[src/rtl/rf_write_arbiter_pkg.sv]
// Shared constants and the write-back queue entry type for the register-file write arbiter.
package rf_write_arbiter_pkg;
  localparam int RF_DEPTH  = 4;
  localparam int RF_ADDR_W = 5;
  localparam int RF_DATA_W = 32;

  localparam logic [RF_ADDR_W-1:0] REG_ZERO = 5'd0;

  typedef struct packed {
    logic                 valid;
    logic                 kill;
    logic [RF_ADDR_W-1:0] addr;
    logic [RF_DATA_W-1:0] data;
  } wb_entry_t;
endpackage

[src/rtl/rf_write_arbiter_if.sv]
// Source/result bundle of the register-file write arbiter: pipeline, aux handshake, RF write port, hazard query.
interface rf_write_arbiter_if #(
  parameter int DEPTH  = 4,
  parameter int ADDR_W = 5,
  parameter int DATA_W = 32
);
  localparam int CNT_W = $clog2(DEPTH) + 1;

  logic              pipe_we;
  logic [ADDR_W-1:0] pipe_addr;
  logic [DATA_W-1:0] pipe_data;
  logic              aux_valid;
  logic [ADDR_W-1:0] aux_addr;
  logic [DATA_W-1:0] aux_data;
  logic              aux_ready;
  logic              RegWrite;
  logic [ADDR_W-1:0] Write_register;
  logic [DATA_W-1:0] Write_data;
  logic [CNT_W-1:0]  queue_count;
  logic [ADDR_W-1:0] busy_query;
  logic              busy_hit;

  modport master (
    output pipe_we, pipe_addr, pipe_data, aux_valid, aux_addr, aux_data, busy_query,
    input  aux_ready, RegWrite, Write_register, Write_data, queue_count, busy_hit
  );

  modport slave (
    input  pipe_we, pipe_addr, pipe_data, aux_valid, aux_addr, aux_data, busy_query,
    output aux_ready, RegWrite, Write_register, Write_data, queue_count, busy_hit
  );
endinterface

[src/rtl/rf_wb_fifo.sv]
// Circular write-back queue with per-entry kill-by-address; pointers carry an extra wrap bit.
// RF_ARB_SCOREBOARD_EN adds the per-entry pending-write query comparators.
module rf_wb_fifo
  import rf_write_arbiter_pkg::*;
#(
  parameter int DEPTH = RF_DEPTH
) (
  input  logic                      clk,
  input  logic                      reset,
  input  logic                      push,
  input  logic [RF_ADDR_W-1:0]      push_addr,
  input  logic [RF_DATA_W-1:0]      push_data,
  input  logic                      pop,
  input  logic                      kill_en,
  input  logic [RF_ADDR_W-1:0]      kill_addr,
  output wb_entry_t                 head,
  output logic [$clog2(DEPTH):0]    count
`ifdef RF_ARB_SCOREBOARD_EN
  ,
  input  logic [RF_ADDR_W-1:0]      query_addr,
  output logic                      query_hit
`endif
);
  localparam int PW = $clog2(DEPTH);
  localparam int CW = PW + 1;

  wb_entry_t         mem_q [DEPTH];
  wb_entry_t         mem_d [DEPTH];
  logic [PW:0]       wr_ptr_q, wr_ptr_d, rd_ptr_q, rd_ptr_d;
  logic [DEPTH-1:0]  kill_hit;
  logic              full, empty;

  assign count = wr_ptr_q - rd_ptr_q;
  assign full  = (count == CW'(DEPTH));
  assign empty = (wr_ptr_q == rd_ptr_q);
  assign head  = mem_q[rd_ptr_q[PW-1:0]];

`ifdef RF_ARB_SCOREBOARD_EN
  logic [DEPTH-1:0] query_match;
  assign query_hit = |query_match;
`endif

  for (genvar i = 0; i < DEPTH; i++) begin : g_ent
    assign kill_hit[i] = kill_en && mem_q[i].valid && (mem_q[i].addr == kill_addr);
`ifdef RF_ARB_SCOREBOARD_EN
    assign query_match[i] = mem_q[i].valid && !mem_q[i].kill && (mem_q[i].addr == query_addr);
`endif
  end

  always_comb begin
    wr_ptr_d = wr_ptr_q;
    rd_ptr_d = rd_ptr_q;
    for (int i = 0; i < DEPTH; i++) begin
      mem_d[i] = mem_q[i];
      if (kill_hit[i]) mem_d[i].kill = 1'b1;
    end
    if (pop && !empty) begin
      mem_d[rd_ptr_q[PW-1:0]].valid = 1'b0;
      mem_d[rd_ptr_q[PW-1:0]].kill  = 1'b0;
      rd_ptr_d = rd_ptr_q + 1'b1;
    end
    // The slot just freed by a pop is never the tail slot unless the queue was full.
    if (push && !full) begin
      mem_d[wr_ptr_q[PW-1:0]] = '{valid: 1'b1, kill: 1'b0, addr: push_addr, data: push_data};
      wr_ptr_d = wr_ptr_q + 1'b1;
    end
  end

  always_ff @(posedge clk) begin
    if (reset) begin
      wr_ptr_q <= '0;
      rd_ptr_q <= '0;
      for (int i = 0; i < DEPTH; i++) mem_q[i] <= '0;
    end else begin
      wr_ptr_q <= wr_ptr_d;
      rd_ptr_q <= rd_ptr_d;
      for (int i = 0; i < DEPTH; i++) mem_q[i] <= mem_d[i];
    end
  end
endmodule

[src/rtl/rf_write_arbiter.sv]
// Merges pipeline writeback and a queued multi-cycle source onto one registered RF write port.
// Define RF_ARB_SCOREBOARD_EN to compile in the busy_hit pending-write query.
module rf_write_arbiter
  import rf_write_arbiter_pkg::*;
#(
  parameter int DEPTH  = RF_DEPTH,
  parameter int ADDR_W = RF_ADDR_W,
  parameter int DATA_W = RF_DATA_W
) (
  input  logic               clk,
  input  logic               reset,
  rf_write_arbiter_if.slave  bus
);
  localparam int CNT_W = $clog2(DEPTH) + 1;

  logic              pipe_sel, aux_acc, aux_keep, bypass, push, pop;
  wb_entry_t         head;
  logic [CNT_W-1:0]  count;
  logic              regwrite_q, regwrite_d;
  logic [ADDR_W-1:0] wreg_q, wreg_d;
  logic [DATA_W-1:0] wdata_q, wdata_d;

`ifdef RF_ARB_SCOREBOARD_EN
  logic fifo_hit;
`endif

  rf_wb_fifo #(.DEPTH(DEPTH)) u_fifo (
    .clk       (clk),
    .reset     (reset),
    .push      (push),
    .push_addr (bus.aux_addr),
    .push_data (bus.aux_data),
    .pop       (pop),
    .kill_en   (pipe_sel),
    .kill_addr (bus.pipe_addr),
    .head      (head),
    .count     (count)
`ifdef RF_ARB_SCOREBOARD_EN
    ,
    .query_addr(bus.busy_query),
    .query_hit (fifo_hit)
`endif
  );

  // The pipeline write is the youngest producer: same-address aux beats are dropped on arrival.
  always_comb begin
    pipe_sel = bus.pipe_we && (bus.pipe_addr != REG_ZERO);
    aux_acc  = bus.aux_valid && bus.aux_ready;
    aux_keep = aux_acc && (bus.aux_addr != REG_ZERO) &&
               !(pipe_sel && (bus.aux_addr == bus.pipe_addr));
    pop      = !pipe_sel && head.valid;
    bypass   = !pipe_sel && !head.valid && aux_keep;
    push     = aux_keep && !bypass;
  end

  always_comb begin
    regwrite_d = 1'b0;
    wreg_d     = wreg_q;
    wdata_d    = wdata_q;
    if (pipe_sel) begin
      regwrite_d = 1'b1;
      wreg_d     = bus.pipe_addr;
      wdata_d    = bus.pipe_data;
    end else if (pop) begin
      // A killed head still burns its drain slot, but writes nothing.
      if (!head.kill) begin
        regwrite_d = 1'b1;
        wreg_d     = head.addr;
        wdata_d    = head.data;
      end
    end else if (bypass) begin
      regwrite_d = 1'b1;
      wreg_d     = bus.aux_addr;
      wdata_d    = bus.aux_data;
    end
  end

  always_ff @(posedge clk) begin
    if (reset) begin
      regwrite_q <= 1'b0;
      wreg_q     <= '0;
      wdata_q    <= '0;
    end else begin
      regwrite_q <= regwrite_d;
      wreg_q     <= wreg_d;
      wdata_q    <= wdata_d;
    end
  end

  assign bus.aux_ready      = (count < CNT_W'(DEPTH));
  assign bus.queue_count    = count;
  assign bus.RegWrite       = regwrite_q;
  assign bus.Write_register = wreg_q;
  assign bus.Write_data     = wdata_q;

`ifdef RF_ARB_SCOREBOARD_EN
  assign bus.busy_hit = (bus.busy_query != REG_ZERO) &&
                        (fifo_hit || (regwrite_q && (wreg_q == bus.busy_query)));
`else
  logic unused_query;
  assign unused_query = ^bus.busy_query;
  assign bus.busy_hit = 1'b0;
`endif
endmodule

[src/flat_wrapper.sv]
// flat-port wrapper written by rule: the top's interface ports become plain ports
module rf_write_arbiter_flat import rf_write_arbiter_pkg::*;
#(
  parameter int DEPTH  = RF_DEPTH,
  parameter int ADDR_W = RF_ADDR_W,
  parameter int DATA_W = RF_DATA_W
)
  (clk, reset, bus_pipe_we, bus_pipe_addr, bus_pipe_data, bus_aux_valid, bus_aux_addr, bus_aux_data, bus_busy_query, bus_aux_ready, bus_RegWrite, bus_Write_register, bus_Write_data, bus_queue_count, bus_busy_hit);
  rf_write_arbiter_if #(.DEPTH(DEPTH), .ADDR_W(ADDR_W), .DATA_W(DATA_W)) bus_i ();
  input  logic clk;
  input  logic reset;
  input wire logic [$bits(bus_i.pipe_we)-1:0] bus_pipe_we;
  input wire logic [$bits(bus_i.pipe_addr)-1:0] bus_pipe_addr;
  input wire logic [$bits(bus_i.pipe_data)-1:0] bus_pipe_data;
  input wire logic [$bits(bus_i.aux_valid)-1:0] bus_aux_valid;
  input wire logic [$bits(bus_i.aux_addr)-1:0] bus_aux_addr;
  input wire logic [$bits(bus_i.aux_data)-1:0] bus_aux_data;
  input wire logic [$bits(bus_i.busy_query)-1:0] bus_busy_query;
  output wire logic [$bits(bus_i.aux_ready)-1:0] bus_aux_ready;
  output wire logic [$bits(bus_i.RegWrite)-1:0] bus_RegWrite;
  output wire logic [$bits(bus_i.Write_register)-1:0] bus_Write_register;
  output wire logic [$bits(bus_i.Write_data)-1:0] bus_Write_data;
  output wire logic [$bits(bus_i.queue_count)-1:0] bus_queue_count;
  output wire logic [$bits(bus_i.busy_hit)-1:0] bus_busy_hit;
  assign bus_i.pipe_we = bus_pipe_we;
  assign bus_i.pipe_addr = bus_pipe_addr;
  assign bus_i.pipe_data = bus_pipe_data;
  assign bus_i.aux_valid = bus_aux_valid;
  assign bus_i.aux_addr = bus_aux_addr;
  assign bus_i.aux_data = bus_aux_data;
  assign bus_i.busy_query = bus_busy_query;
  assign bus_aux_ready = bus_i.aux_ready;
  assign bus_RegWrite = bus_i.RegWrite;
  assign bus_Write_register = bus_i.Write_register;
  assign bus_Write_data = bus_i.Write_data;
  assign bus_queue_count = bus_i.queue_count;
  assign bus_busy_hit = bus_i.busy_hit;
  rf_write_arbiter #(.DEPTH(DEPTH), .ADDR_W(ADDR_W), .DATA_W(DATA_W)) u_core (.clk(clk), .reset(reset), .bus(bus_i));
endmodule
[config.mk]
export PLATFORM = sky130hd
export DESIGN_NAME = rf_write_arbiter_flat
export DESIGN_NICKNAME = d
export VERILOG_FILES = /design/src/rtl/rf_write_arbiter_pkg.sv /design/src/rtl/rf_write_arbiter_if.sv /design/src/rtl/rf_wb_fifo.sv /design/src/rtl/rf_write_arbiter.sv /design/src/flat_wrapper.sv
export SDC_FILE = /design/constraint.sdc
export NUM_CORES = 1
export LEC_CHECK = 0
export ABC_AREA = 1
export BUFFER_PORTS_ARGS = -buffer_cell sky130_fd_sc_hd__buf_2
export CELL_PAD_IN_SITES_DETAIL_PLACEMENT = 2
export CELL_PAD_IN_SITES_GLOBAL_PLACEMENT = 2
export CORE_MARGIN = 1.5
export CORE_UTILIZATION = 29
export CTS_BUF_LIST = sky130_fd_sc_hd__clkbuf_2
export DETAILED_ROUTE_END_ITERATION = 10
export PLACE_DENSITY = 0.89
export SYNTH_ARGS = -nofsm -noshare
export SYNTH_HDL_FRONTEND = slang
export SYNTH_SLANG_ARGS = --single-unit
[constraint.sdc]
create_clock -name clk -period 2.1 [get_ports clk]
set_input_delay 0.63 -clock clk [delete_from_list [all_inputs] [get_ports clk]]
set_output_delay 0.63 -clock clk [all_outputs]
set_load 0.02 [all_outputs]
==> results.sh <==
export IMPL_ant_nets=0
export IMPL_htree_num_levels=2
export IMPL_rows=70
export IMPL_drv_cap=0
export IMPL_hold_path_class="input port to flip-flop"
export IMPL_syn_nets=1899
export IMPL_skew_ns=0.128
export IMPL_yosys_register_bits=202
export IMPL_holdWs_ns=0.0158
export IMPL_layout_drive_gt1_share=0.364
export IMPL_cp_slowest_cell="dfxtp_2"
export IMPL_synth_cells=1805
export IMPL_finalCriticalPeriod_ns=3.19
export IMPL_critPathKind="flip-flop to output pin"
export IMPL_multi_input_area_mm2=0.00684
export IMPL_core_area_mm2=0.0369
export IMPL_critical_path_buf_inv_count=5
export IMPL_final_util=0.455
export IMPL_grt_total_usage=0.361
export IMPL_yosysSeqAreaShare=0.369
export IMPL_synthSimpleGateAreaFrac=0.396
export IMPL_avgSynthCellArea_um2=6.06
export IMPL_required_ns=1.47
export IMPL_drc=0
export IMPL_violations="setup timing"
export IMPL_path_clk_slew_ns=0.16
export IMPL_synth_xor_area_share=0.0104
export IMPL_cp_arrival_ns=2.56
export IMPL_vias=15200
export IMPL_powerDensity_mw_per_mm2=886
export IMPL_grt_pass1_vias=16500
export IMPL_io_buffers=119
export IMPL_dp_final_hpwl_mm=31.5
export IMPL_crit_fanout=2
export IMPL_synth_adder_area_share=0.0133
export IMPL_overflow=0
export IMPL_place_gp_congestion=0.822
export IMPL_path_delay_family="adder cells"
export IMPL_antenna_found_initial=10
export IMPL_die_height_um=197
export IMPL_slowest_delay_ns=0.37
export IMPL_finalCritPeriodShare=1.52
export IMPL_critPathCaptureType="output pin"
export IMPL_routedWlPerCell_um=32.6
export IMPL_syn_area_mm2=0.0109
export IMPL_fin_setup_tns_ns=-118.22
export IMPL_clock_sinks=202
export IMPL_clockBufferDepth=3
export IMPL_finalPower_mw=14.9
export IMPL_ioPinCount=126
export IMPL_ir_drop_v=0.000441
export IMPL_hold_violations=0
export IMPL_worst_pin_slew_ns=0.789
export IMPL_start_util=0.297
export IMPL_final_max_slew_viol_count=0
export IMPL_synth_top_family_by_area="simple AND/OR/NAND/NOR gates"
export IMPL_fill_cells=4232
export IMPL_rsz0062_at_grt="true"
export IMPL_slew_headroom=0.474
export IMPL_seq_area_mm2=0.00410
export IMPL_fp_dieW_um=197
export IMPL_setup_violations=241
export IMPL_syn_to_final_growth_pct=53.3
export IMPL_clk_latency_ns=1.24
export IMPL_path_cells="inv_2 -> ha_4 -> fa_2 -> inv_2 -> nand2_2 -> nand2_4 -> buf_6 -> inv_2 -> buf_6"
export IMPL_synthMuxAreaShare=0
export IMPL_synth_cell_types=31
export IMPL_status="finished with violations"
export IMPL_via_per_inst=5.74
export IMPL_setup_ws_ns=-1.09
export IMPL_grt_max_degree=65
export IMPL_dieArea_mm2=0.0389
export IMPL_cts_buffers_inserted=61
export IMPL_synth_compound_area_frac=0.0821
export IMPL_drt_initial_drc_count=1292
export IMPL_worst_setup_path_start_kind="flip-flop"
export IMPL_fmax_ghz=0.314
export IMPL_dr_pass1_iters=6
export IMPL_crit_top_cell="inv_2"
export IMPL_tritoncts="yes"
export IMPL_ys_warn_count=0
export IMPL_drt_wl_total_mm=86.1
export IMPL_p_leak_nw=8.01
export IMPL_grt_pass1_wl_mm=104
export IMPL_cts_root_buf="clkbuf_2"
export IMPL_nets=2188
## worst reg2reg max path, stage by stage, from the launching register on
cell,delay (ns)
dfxtp_4,0.43
inv_2,0.17
nand2_1,0.19
nand2_1,0.13
nand2_1,0.08
nand2_1,0.27
nand2_2,0.17
inv_1,0.51
nand2_8,0.21
buf_4,0.23
nand3_1,0.13
nand2_1,0.20
nor2_1,0.21
## metrics by stage
stage	setup WS, ns	instance area, um^2	instances
floorplan	0.0163	10900	1805
global placement	-0.210	12500	2392
detailed placement	-0.322	12500	2392
CTS	-1.09	15200	2600
global route	-1.11	16800	2639
finish	-1.09	16800	2643
## placed cells by master (no fill, tap or decap), drive strengths merged
cell           n
and2           1
dfxtp        202
o211ai        74
clkinv        14
bufbuf         2
nand4         10
nor2         426
clkbuf        93
ha            10
diode          7
o22ai          1
conb           1
o21ai          9
o21bai         2
fa             1
o2111ai        2
xnor2          8
inv          215
buf          284
xor2           5
a21oi         51
nand2        578
nand3         89
nor3           1
dlygate4sd3   53
## registers in the layout (all words and copies together) (netlist names), named ones only
signal / cells
u_core.bus.RegWrite: 1
u_core.u_fifo.mem_q: 156
u_core.bus.Write_register: 5
u_core.u_fifo.wr_ptr_q: 3
u_core.bus.Write_data: 32
u_core.u_fifo.rd_ptr_q: 3
## worst paths after layout
kind | start | end | slack [ns] | cells after the start
min reg2reg | u_core.bus.Write_data[3]$_SDFFE_PP0P_ | u_core.bus.Write_data[3]$_SDFFE_PP0P_ | 0.51 | 2
max reg2reg | flip-flop | u_core.bus.Write_data[1]$_SDFFE_PP0P_ | -0.96 | 12
min | bus_aux_addr[0] | u_core.u_fifo.mem_q[1][32]$_SDFFE_PP0P_ | 0.02 | 4
max | u_core.u_fifo.wr_ptr_q[0]$_SDFFE_PP0P_ | bus_aux_ready | -1.09 | 9
## kinds of logic (layout without fill, tap and decap cells)
| logic type | after synthesis | after routing |
|---|---|---|
| flops | 202 | 202 |
| other cells | 1 | 8 |
| fa+ha+maj | 11 | 11 |
| compound gates | 139 | 139 |
| simple gates | 1104 | 1105 |
| buf+inv | 335 | 661 |
| xor+xnor | 13 | 13 |
## cell type report
| class | instances | area share |
|---|---|---|
| diodes | 7 | 0.00104 |
| well taps | 504 | 0.0376 |
| repair buffers | 346 | 0.232 |
| multi-input cells | 1269 | 0.408 |
| flip-flops and latches | 202 | 0.244 |
| inverters | 214 | 0.0483 |
| clock buffers | 86 | 0.0257 |
| clock inverters | 15 | 0.00336 |
## layer usage
metal,up-vias,global-route usage,routed length [um]
met2,1018,0.651,41700
met3,587,0.0688,6750
met1,7471,0.368,28900
li1,6075,-,-
met5,-,0,54
met4,8,0.280,8740
## timing repair
action | in CTS | in global routing
pin swaps | 22 | 60
buffers inserted | 29 | 30
gates cloned | 25 | 7
gates resized for setup | 241 | 345
setup endpoints to repair | 235 | 242
endpoints found under the hold margin | 161 | 0
hold buffers | 53 | 0
## Yosys cell counts
library cell | instances | area share
a21oi_1 | 51 | 0.023
dfxtp_1 | 202 | 0.37
o21ai_2 | 1 | 0.00080
ha_1 | 10 | 0.011
nor2_8 | 1 | 0.0018
fa_1 | 1 | 0.0018
and2_1 | 1 | 0.00057
conb_1 | 1 | 0.00034
buf_2 | 51 | 0.023
buf_1 | 5 | 0.0017
o2111ai_1 | 2 | 0.0016
nor2_2 | 1 | 0.00057
nand4_1 | 7 | 0.0040
nand2_2 | 2 | 0.0011
nand3_1 | 88 | 0.040
nor2_1 | 424 | 0.15
inv_1 | 209 | 0.072
inv_2 | 5 | 0.0017
clkbuf_1 | 49 | 0.017
o21bai_1 | 2 | 0.0014
nand2_1 | 575 | 0.20
o211ai_1 | 74 | 0.051
nand4_2 | 3 | 0.0034
buf_4 | 11 | 0.0075
o21ai_0 | 8 | 0.0037
xnor2_1 | 8 | 0.0064
xor2_1 | 5 | 0.0040
nand3_4 | 1 | 0.0016
o22ai_1 | 1 | 0.00057
buf_6 | 5 | 0.0051
nor3_1 | 1 | 0.00046
## where the power goes
group	switching [mW]	leakage (nW)	internal (mW)
Sequential	0.433	1.66	4.29
Clock	2.67	0.383	1.08
Combinational	4.02	5.97	2.37
(Power assumes the default switching activity.)
